==> config.mk <==
export PLATFORM = sky130hd
export DESIGN_NAME = rns_reverse_converter_pipe_flat
export DESIGN_NICKNAME = d
export VERILOG_FILES = /design/src/rtl/rns_reverse_converter_pipe_if.sv /design/src/rtl/rns_reverse_converter_pipe.sv /design/src/flat_wrapper.sv
export SDC_FILE = /design/constraint.sdc
export NUM_CORES = 1
export LEC_CHECK = 0
export CAP_MARGIN = 20
export CORE_UTILIZATION = 28
export CTS_BUF_LIST = sky130_fd_sc_hd__clkbuf_8 sky130_fd_sc_hd__clkbuf_16
export CTS_CLUSTER_SIZE = 40
export DETAILED_ROUTE_END_ITERATION = 16
export PLACE_DENSITY_LB_ADDON = 0.05
export SYNTH_ARGS = -nofsm -noshare
export SYNTH_HDL_FRONTEND = slang
export SYNTH_SLANG_ARGS = --single-unit
==> constraint.sdc <==
create_clock -name clk -period 3 [get_ports clk]
set_clock_uncertainty 0.15 [all_clocks]
set_input_delay 0.6 -clock clk [delete_from_list [all_inputs] [get_ports clk]]
set_output_delay 0.6 -clock clk [all_outputs]
set_load 0.05 [all_outputs]
==> src/rtl/rns_reverse_converter_pipe_if.sv <==
// Residue-triple input channel and binary result output channel.
// Latency: none (signal bundle only).
// Backpressure: in_ready / out_ready valid-ready handshakes.
//
// Port summary:
//   in_valid/in_ready   input handshake; x1 (N+1b), x2 (Nb), x3 (Nb) residues
//   out_valid/out_ready output handshake; out (3N b) binary result, out_err flag
//   master: producer/consumer side, slave: converter side
interface rns_reverse_converter_pipe_if #(parameter int N = 3);
    logic           in_valid;
    logic           in_ready;
    logic [N:0]     x1;
    logic [N-1:0]   x2;
    logic [N-1:0]   x3;
    logic           out_valid;
    logic           out_ready;
    logic [3*N-1:0] out;
    logic           out_err;

    modport master (
        output in_valid, x1, x2, x3, out_ready,
        input  in_ready, out_valid, out, out_err
    );

    modport slave (
        input  in_valid, x1, x2, x3, out_ready,
        output in_ready, out_valid, out, out_err
    );
endinterface

==> src/rtl/rns_reverse_converter_pipe.sv <==
// RNS {2^N+1, 2^N, 2^N-1} to 3N-bit binary reverse converter, three register stages.
// Latency: 3 cycles from input accept to out_valid; one result per cycle sustained.
// Backpressure: each stage holds when the next is full and not draining; in_ready follows out_ready combinationally.
//
// Ports:
//   clk  rising-edge clock
//   rst  synchronous active-high reset, discards everything in flight
//   bus  slave modport: in_valid/in_ready/x1/x2/x3 in, out_valid/out_ready/out/out_err out
//
// X = x2 + 2^N * Y with Y in [0, 2^(2N)-1). Combining the two odd moduli by CRT gives
//   Y = -(2^N-1)*2^(N-1)*x1 - 2^N*x2 + (2^N+1)*2^(N-1)*x3   mod 2^(2N)-1
// and since multiplying by a power of two modulo 2^(2N)-1 is a rotation, every term
// is built from wiring plus one small subtract.
module rns_reverse_converter_pipe #(
    parameter int N = 3
) (
    input  logic clk,
    input  logic rst,
    rns_reverse_converter_pipe_if.slave bus
);

    localparam int             W      = 2 * N;
    localparam int             ROT    = N - 1;
    localparam logic [N:0]     X1_MAX = {1'b1, {N{1'b0}}};
    localparam logic [N-1:0]   ONE_N  = {{(N-1){1'b0}}, 1'b1};
    localparam logic [W-1:0]   ONE_W  = {{(W-1){1'b0}}, 1'b1};

    // Addition modulo 2^W-1: the carry out wraps back into bit 0. The result
    // may be all-ones, the redundant encoding of zero.
    function automatic logic [W-1:0] eac_add(input logic [W-1:0] a, input logic [W-1:0] b);
        logic [W:0] s;
        s = {1'b0, a} + {1'b0, b};
        return s[W-1:0] + (s[W] ? ONE_W : '0);
    endfunction

    // ---------------- stage control ----------------
    logic s1_vld_q, s1_vld_d;
    logic s2_vld_q, s2_vld_d;
    logic s3_vld_q, s3_vld_d;
    logic s1_load, s2_load, s3_load;

    assign s3_load      = s2_vld_q & (~s3_vld_q | bus.out_ready);
    assign s2_load      = s1_vld_q & (~s2_vld_q | s3_load);
    assign bus.in_ready = ~s1_vld_q | s2_load;
    assign s1_load      = bus.in_valid & bus.in_ready;

    // ---------------- S1 term generation ----------------
    logic [N-1:0]   x1_lo;
    logic [W-1:0]   c1;
    logic [2*W-1:0] a1_dbl;
    logic [2*W-1:0] a3_dbl;
    logic [W-1:0]   a1_in, a2_in, a3_in;
    logic           err_in;

    assign x1_lo  = bus.x1[N-1:0];
    assign err_in = bus.x1 > X1_MAX;
    // -(2^N-1)*x1 mod 2^W-1 for x1 in [1, 2^N] is {-x1, x1-1} as two N-bit
    // fields; x1 = 0 would give 2^N-1 in that form, so it is forced to zero.
    assign c1     = (bus.x1 == '0) ? '0 : {~x1_lo + ONE_N, x1_lo - ONE_N};
    // Rotate left by N-1 == multiply by 2^(N-1) mod 2^W-1.
    assign a1_dbl = {c1, c1} << ROT;
    assign a1_in  = a1_dbl[2*W-1:W];
    // -2^N*x2 is the one's complement of {x2, 0}.
    assign a2_in  = {~bus.x2, {N{1'b1}}};
    // (2^N+1)*x3 is {x3, x3}; x3 = 2^N-1 yields all-ones, i.e. zero.
    assign a3_dbl = {bus.x3, bus.x3, bus.x3, bus.x3} << ROT;
    assign a3_in  = a3_dbl[2*W-1:W];

    // ---------------- pipeline registers ----------------
    logic [N-1:0]   s1_x2_q, s1_x2_d;
    logic           s1_err_q, s1_err_d;
    logic [W-1:0]   s1_a1_q, s1_a1_d;
    logic [W-1:0]   s1_a2_q, s1_a2_d;
    logic [W-1:0]   s1_a3_q, s1_a3_d;

    logic [W-1:0]   s2_psum_q, s2_psum_d;
    logic [W-1:0]   s2_a1_q, s2_a1_d;
    logic [N-1:0]   s2_x2_q, s2_x2_d;
    logic           s2_err_q, s2_err_d;

    logic [3*N-1:0] s3_out_q, s3_out_d;
    logic           s3_err_q, s3_err_d;

    logic [W-1:0]   y_raw, y_norm;

    assign y_raw  = eac_add(s2_a1_q, s2_psum_q);
    assign y_norm = (&y_raw) ? '0 : y_raw;

    always_comb begin
        s1_vld_d  = s1_vld_q;
        s2_vld_d  = s2_vld_q;
        s3_vld_d  = s3_vld_q;
        s1_x2_d   = s1_x2_q;
        s1_err_d  = s1_err_q;
        s1_a1_d   = s1_a1_q;
        s1_a2_d   = s1_a2_q;
        s1_a3_d   = s1_a3_q;
        s2_psum_d = s2_psum_q;
        s2_a1_d   = s2_a1_q;
        s2_x2_d   = s2_x2_q;
        s2_err_d  = s2_err_q;
        s3_out_d  = s3_out_q;
        s3_err_d  = s3_err_q;

        if (s1_load) begin
            s1_vld_d = 1'b1;
            s1_x2_d  = bus.x2;
            s1_err_d = err_in;
            s1_a1_d  = a1_in;
            s1_a2_d  = a2_in;
            s1_a3_d  = a3_in;
        end else if (s2_load) begin
            s1_vld_d = 1'b0;
        end

        if (s2_load) begin
            s2_vld_d  = 1'b1;
            s2_psum_d = eac_add(s1_a2_q, s1_a3_q);
            s2_a1_d   = s1_a1_q;
            s2_x2_d   = s1_x2_q;
            s2_err_d  = s1_err_q;
        end else if (s3_load) begin
            s2_vld_d = 1'b0;
        end

        if (s3_load) begin
            s3_vld_d = 1'b1;
            s3_out_d = s2_err_q ? '0 : {y_norm, s2_x2_q};
            s3_err_d = s2_err_q;
        end else if (bus.out_ready) begin
            s3_vld_d = 1'b0;
        end
    end

    always_ff @(posedge clk) begin
        if (rst) begin
            s1_vld_q  <= 1'b0;
            s2_vld_q  <= 1'b0;
            s3_vld_q  <= 1'b0;
            s1_x2_q   <= '0;
            s1_err_q  <= 1'b0;
            s1_a1_q   <= '0;
            s1_a2_q   <= '0;
            s1_a3_q   <= '0;
            s2_psum_q <= '0;
            s2_a1_q   <= '0;
            s2_x2_q   <= '0;
            s2_err_q  <= 1'b0;
            s3_out_q  <= '0;
            s3_err_q  <= 1'b0;
        end else begin
            s1_vld_q  <= s1_vld_d;
            s2_vld_q  <= s2_vld_d;
            s3_vld_q  <= s3_vld_d;
            s1_x2_q   <= s1_x2_d;
            s1_err_q  <= s1_err_d;
            s1_a1_q   <= s1_a1_d;
            s1_a2_q   <= s1_a2_d;
            s1_a3_q   <= s1_a3_d;
            s2_psum_q <= s2_psum_d;
            s2_a1_q   <= s2_a1_d;
            s2_x2_q   <= s2_x2_d;
            s2_err_q  <= s2_err_d;
            s3_out_q  <= s3_out_d;
            s3_err_q  <= s3_err_d;
        end
    end

    assign bus.out_valid = s3_vld_q;
    assign bus.out       = s3_out_q;
    assign bus.out_err   = s3_err_q;

endmodule

==> src/flat_wrapper.sv <==
// flat-port wrapper written by rule: the top's interface ports become plain ports
module rns_reverse_converter_pipe_flat 
#(
    parameter int N = 3
)
  (clk, rst, bus_in_valid, bus_x1, bus_x2, bus_x3, bus_out_ready, bus_in_ready, bus_out_valid, bus_out, bus_out_err);
  rns_reverse_converter_pipe_if #(.N(N)) bus_i ();
  input  logic clk;
  input  logic rst;
  input wire logic [$bits(bus_i.in_valid)-1:0] bus_in_valid;
  input wire logic [$bits(bus_i.x1)-1:0] bus_x1;
  input wire logic [$bits(bus_i.x2)-1:0] bus_x2;
  input wire logic [$bits(bus_i.x3)-1:0] bus_x3;
  input wire logic [$bits(bus_i.out_ready)-1:0] bus_out_ready;
  output wire logic [$bits(bus_i.in_ready)-1:0] bus_in_ready;
  output wire logic [$bits(bus_i.out_valid)-1:0] bus_out_valid;
  output wire logic [$bits(bus_i.out)-1:0] bus_out;
  output wire logic [$bits(bus_i.out_err)-1:0] bus_out_err;
  assign bus_i.in_valid = bus_in_valid;
  assign bus_i.x1 = bus_x1;
  assign bus_i.x2 = bus_x2;
  assign bus_i.x3 = bus_x3;
  assign bus_i.out_ready = bus_out_ready;
  assign bus_in_ready = bus_i.in_ready;
  assign bus_out_valid = bus_i.out_valid;
  assign bus_out = bus_i.out;
  assign bus_out_err = bus_i.out_err;
  rns_reverse_converter_pipe #(.N(N)) u_core (.clk(clk), .rst(rst), .bus(bus_i));
endmodule
==> flow_summary.yaml, run 1 <==
synthesis:
  synthDistinctLibCells: 41
  syn_inst: 281
  yosys_warnings: 0
  synth-compound-area-share_pct: 17.4
  avgSynthCellArea_um2: 8.25
  synthTopCellsByArea: "dfxtp_1, ha_1, nand2_1"
  syn-cell-area_mm2: 0.00232
  ys_seq_area_share_pct: 39.7
  synth_edf_count: 0
  synth.net_count: 315
  synth_xor_area_share_pct: 4.75
  synth_mux_area_share_pct: 0.432
  ys_async_sr_fraction_pct: 0
  synth_seq_cells: 46
  yosys.area_share.simple_pct: 23.6
  yosysTopAreaCell: "dfxtp_1"
  yosys.area.top_type_share_pct: 39.7
  synth_top_family_by_area: "simple AND/OR/NAND/NOR gates"
  synthFlopType: "dfxtp_1"
  yosys.area_share.adder_pct: 11.4
sta:
  max_slew.worst_pin.slew_ps: 666
  drv_slew: 0
  fmax_mhz: 348
  rsz0062_at_grt: "true"
  final-hold-violation-count: 0
  fin_crit_sh_pct: 95.7
  final-setup-viol-count: 0
  slew_headroom_pct: 55.5
  min_period_ps: 2870
  tns_ps: 0
  worst_slack_ps: 129
route:
  drt-wirelength-per-cell_um: 12.3
  vias: 1913
  drt_iter0_drc: 49
  routed_wl_um: 5120
  avgViaCountPerCell: 4.58
  drc: 0
  first_pass_iters: 4
  antenna_left: 0
clock_network:
  numCtsBuffers: 5
  cts.sinks: 46
  clock_path_buffers: 2
  cts_max_level: 2
  hold_buffers: 0
  cts_root_buffer: "clkbuf_8"
  worst_skew_pair.late_latency_ps: 310
  clk_pin_slew_ps: 100
  cts_tree: "built"
power:
  ir_drop_uv: 182
  power_density_mw_per_mm2: 450
  finalPower_mw: 1.32
  p_leak_nw: 1.19
setup_path:
  critPathLaunchType: "register"
  crit_type: "reg -> reg"
  reg2reg_to: "u_core.bus.out[3]"
  required_ps: 3040
  crit_end: "u_core.bus.out[3]"
  cp.arrival_ps: 2910
  worst-r2r-setup-slack_ps: 130
  startpoint: "u_core.s2_a1_q[0]"
  r2r_start: "u_core.s2_a1_q[0]"
  reg2reg_depth: 14
  critPathMaxFanout: 5
  endpoint_kind: "register"
floorplan:
  design.core.area_mm2: 0.00785
  start_util_pct: 29.5
  die-area_mm2: 0.00864
  rows: 32
  chipHeight_um: 93.0
  dieWidth_um: 93.0
  io_pins: 26
global_route:
  grt_pass1_wl_um: 8690
  grt_remaining_overflow: 0
  antenna_found_initial: 0
  grt_max_degree: 34
  grt_pass1_vias: 1745
  grt.total_usage_pct: 12.8
placement:
  dp.final_hpwl_um: 3780
  dp_slack_ps: -130
  place.gp.congestion: 0.744
  numPortBuffers: 25
min_path:
  hold_path_class: "reg -> reg"
  min_from: "u_core.s1_a1_q[4]"
finish:
  final_cell_mix: "nand2_1, dfxtp_1, a21oi_1"
  final_util_pct: 37.3
  final_nets: 349
  num_antenna_cells: 0
  drive_gt1_share_pct: 12.7
  area_growth_pct: 26.3
  final_common_cell: "nand2_1"
job:
  drv_cap: 0
outcome:
  outcome: "finished, final reports clean"
-- routing by layer --
layer | vias up | share of wire [%] | global-route usage [%]
met5 | - | 0 | 0
met4 | 0 | 0.92 | 3.46
met3 | 4 | 2.3 | 2.68
met2 | 16 | 42 | 18.2
met1 | 853 | 55 | 19.3
li1 | 1040 | - | -
-- state kept, by name (all words and copies together) (netlist names), 3 cells and up --
name and cells:
u_core.bus.out 9, u_core.s1_a1_q 6, u_core.s1_a2_q 4, u_core.s1_a3_q 3
u_core.s1_x2_q 3, u_core.s2_a1_q 6, u_core.s2_psum_q 6, u_core.s2_x2_q 3
-- stage by stage --
step | area [um^2] | hold WS [ps] | std cells
finish | 2930 | 297 | 418
global placement | 2750 | 287 | 409
detailed placement | 2750 | 289 | 409
floorplan | 2320 | 282 | 281
global route | 2930 | 329 | 418
CTS | 2880 | 298 | 418
-- how the worst min path moves through the flow --
stage | depth (start not counted) | end | slack, ps
final | 2 | u_core.s2_a1_q[4] | 300
after global routing | 2 | u_core.bus.out[7] | 330
after CTS | 2 | u_core.s2_a1_q[4] | 300
after detailed placement | 2 | u_core.bus.out[5] | 290
after global placement | 2 | u_core.bus.out[5] | 290
after floorplan | 2 | u_core.s2_x2_q[0] | 280
-- repair_timing --
item	in CTS	in global routing
cloned	0	0
resized for setup	5	9
pin swaps	5	13
endpoints found under the setup margin	5	7
buffers inserted	1	0
-- cell type report --
class | instances | area [um^2]
Tap cell | 102 | 128
Fill cell | 853 | 4920
Clock buffer | 5 | 68.8
Multi-Input combinational cell | 219 | 1390
Timing Repair Buffer | 39 | 353
Clock inverter | 3 | 45.0
Sequential cell | 46 | 923
Inverter | 4 | 15.0
-- critical path: stages, from the launching register on --
cell      delay, ps
dfxtp_2         340
ha_4            160
fa_2            350
a21o_2          200
a21oi_2         130
nor2b_1          60
o21ai_1         120
nand2b_1         70
ha_2            190
ha_4            170
xnor2_2         170
and3_4          220
nand3_4          80
nor3_4          230
o21ai_1         110
-- where the power goes --
group / internal (mW) / switching, mW / leakage (nW) / total, mW
combinational: 0.0869 / 0.104 / 0.765 / 0.191
clock: 0.248 / 0.225 / 0.0504 / 0.473
sequential: 0.636 / 0.0179 / 0.377 / 0.654
-- synthesized netlist by cell type, types with 4 or more instances --
cell type / instances
a211oi_1: 4
nor2_1: 29
nand2b_1: 4
o21ai_1: 6
nand2_1: 58
dfxtp_1: 46
clkbuf_1: 12
ha_1: 18
nor2b_1: 6
nor3_1: 5
a21oi_1: 39
nand3_1: 4
xnor2_1: 7
inv_1: 4
-- cells by family (layout without fill, tap and decap cells) --
| kind of cell | Yosys count | in the layout |
|---|---|---|
| flip-flops | 46 | 46 |
| buffers and inverters | 16 | 51 |
| AO/OA/AOI/OAI | 67 | 67 |
| adder cells (fa/ha/maj) | 20 | 20 |
| XOR/XNOR | 11 | 11 |
| multiplexers | 1 | 1 |
| AND/OR/NAND/NOR | 120 | 120 |
(Power assumes the default switching activity.)
==> inputs of run 2 (changes only) <==
Settings changed: HOLD_SLACK_MARGIN from default to 0.06.
==> results of run 2 <==
No change in the layout: final DEF, timing and power equal those of run 1.
==> inputs of run 3 (changes only) <==
Settings changed: SETUP_SLACK_MARGIN from default to 0.2, SLEW_MARGIN from default to 20.
==> run 3 against run 2 <==
  * Critical path depth did not move
  * Sequential cell count is the same
  * Sequential share of layout area shrank 0.80 points
  * Final area grew 2.7%
  * Sequential power barely moved
  * Final cell count increased by 1.2%
  * Non-clock buffer count up 5
  * Combinational power rose by 4%
  * Via count increased by 3.2%
  * Power decreased by 3.6%
  * Hold slack improved by 2.9 ps
  * First-iteration DRC count is the same
  * Largest power group unchanged
==> flow_summary.yaml, run 3 (synthesis gave the netlist of run 1 again) <==
outcome:
  outcome: "finished, final reports clean"
route:
  drt-wirelength-per-cell_um: 12.4
  drt_iter0_drc: 49
  antenna_left: 0
  routed_wl_um: 5240
  avgViaCountPerCell: 4.67
  drc: 0
  vias: 1974
  first_pass_iters: 4
power:
  combPwrFrac_pct: 15.6
  power_density_mw_per_mm2: 423
  p_leak_nw: 1.22
  p_sw_share_pct: 27.9
  seq_power_share_pct: 51.5
  p_sw_uw: 354
  clkPwrFrac_pct: 32.9
  ir_drop_uv: 184
  finalPower_mw: 1.27
  p_int_uw: 916
sta:
  min_period_ps: 2870
  slew_headroom_pct: 58.9
  tns_ps: 0
  drv_slew: 0
  fmax_mhz: 349
  max_slew.worst_pin.slew_ps: 613
  rsz0062_at_grt: "true"
  fin_crit_sh_pct: 95.5
  final-hold-violation-count: 0
  final-setup-viol-count: 0
global_route:
  grt.total_usage_pct: 13.2
  antenna_found_initial: 0
  grt_remaining_overflow: 0
  grt_pass1_vias: 1933
  grt_pass1_wl_um: 9000
  grt_max_degree: 34
floorplan:
  dieWidth_um: 93.0
  die-area_mm2: 0.00864
  io_pins: 26
  rows: 32
  design.core.area_mm2: 0.00785
  start_util_pct: 29.5
  chipHeight_um: 93.0
finish:
  num_antenna_cells: 0
  stdcell_area_mm2: 0.00301
  final_cell_mix: "nand2_1, dfxtp_1, a21oi_1"
  nFillCells: 854
  final_common_cell: "nand2_1"
  largest_register_ff_count: 9
  final_nets: 354
  layoutNonFillerInstCount: 423
  area_growth_pct: 29.8
  drive_gt1_share_pct: 17.1
setup_path:
  critPathMaxFanout: 5
  reg2reg_depth: 14
  worst-r2r-setup-slack_ps: 130
  reg2reg_to: "u_core.bus.out[3]"
  required_ps: 3040
  startpoint: "u_core.s2_a1_q[0]"
  cp.arrival_ps: 2910
  cpMaxStageDelayCell: "dfxtp_2"
  endpoint_kind: "register"
  cpPeakStageDelay_ps: 350
  critPathLaunchType: "register"
  critical_path.cell_chain: "ha_4 -> fa_2 -> a21o_2 -> a21oi_2 -> nor2b_1 -> o21ai_1 -> nand2b_1 -> ha_4 -> ha_4 -> xnor2_2 -> and3_4 -> nand3_4 -> nor3_4 -> o21ai_1"
  cp_common_cell: "ha_4"
  crit_type: "reg -> reg"
  r2r_start: "u_core.s2_a1_q[0]"
clock_network:
  cts.sinks: 46
  clock_path_buffers: 2
  cts_root_buffer: "clkbuf_8"
  numCtsBuffers: 5
  cts_max_level: 2
  cts_tree: "built"
  worst_skew_pair.late_latency_ps: 300
  clk_pin_slew_ps: 90
placement:
  dp.final_hpwl_um: 3780
  postPlaceCellArea_mm2: 0.00273
  numPortBuffers: 25
  dp_cells: 405
  place.gp.congestion: 0.759
min_path:
  min_delay_path_depth: 2
  worstHoldEndpoint: "u_core.bus.out[7]"
  hold_path_class: "reg -> reg"
  min_from: "u_core.bus.out[7]"
job:
  drv_cap: 0
run 3: cell types whose count changed in the layout (fill, tap and decap cells not counted), moves of 2 or more:
cell	previous run	this run
nand2_2	0	2
nand2_1	58	56
a211oi_2	1	3
buf_4	15	20
ha_1	15	13
a211oi_1	4	2
run 3: power by group through the flow:
stage	Combinational (mW)	Clock (mW)	Sequential, mW
2_1_floorplan	0.119	0	0.670
3_3_place_gp	0.186	0	0.668
3_5_place_dp	0.184	0	0.668
4_1_cts	0.192	0.438	0.654
5_1_grt	0.225	0.461	0.658
6_report	0.198	0.418	0.654
run 3: stage by stage:
stage,hold WS [ps],utilization (%),setup WS (ps)
4_1_cts,303,37.4,152
6_report,300,38.3,134
3_5_place_dp,294,34.8,-9.57
5_1_grt,334,38.3,-90.7
2_1_floorplan,282,-,203
3_3_place_gp,290,34.8,57.6
run 3: worst max-delay path by stage:
stage	cells after the start	slack, ps	endpoint
6_report	14	130	u_core.bus.out[3]
5_1_grt	14	-90	u_core.bus.out[7]
4_1_cts	14	150	u_core.bus.out[4]
3_5_place_dp	14	-10	u_core.bus.out[5]
3_3_place_gp	14	60	u_core.bus.out[6]
2_1_floorplan	14	200	u_core.bus.out[3]
run 3: critical path, delay by kind of cell (launching register included):
kind | cells | cell delay (ps)
AOI/OAI and AO/OA | 4 | 560
xor gates and xnor gates | 1 | 140
and+or+nand+nor | 5 | 720
DFF | 1 | 350
adders and majority gates | 4 | 840
run 3: area by class of cell:
class | instances | area, um^2 | area share [%]
flip-flops and latches | 46 | 925 | 30.8
multi-input cells | 219 | 1450 | 48.2
well taps | 102 | 128 | 4.24
repair buffers | 44 | 390 | 13.0
clock buffers | 6 | 82.6 | 2.75
clock inverters | 2 | 16.3 | 0.541
inverters | 4 | 15.0 | 0.499
run 3: timing repair:
action | in CTS | in global routing
endpoints found under the setup margin | 8 | 9
pin swaps | 13 | 11
resized for setup | 10 | 11
hold buffers | 0 | 0
gates cloned | 0 | 0
setup buffers | 7 | 3
run 3: metal layers:
layer | track usage [%] | routed length [um]
met5 | 0 | 0
met4 | 4.23 | 55
met3 | 2.52 | 93
met2 | 21.1 | 2320
met1 | 17.9 | 2780
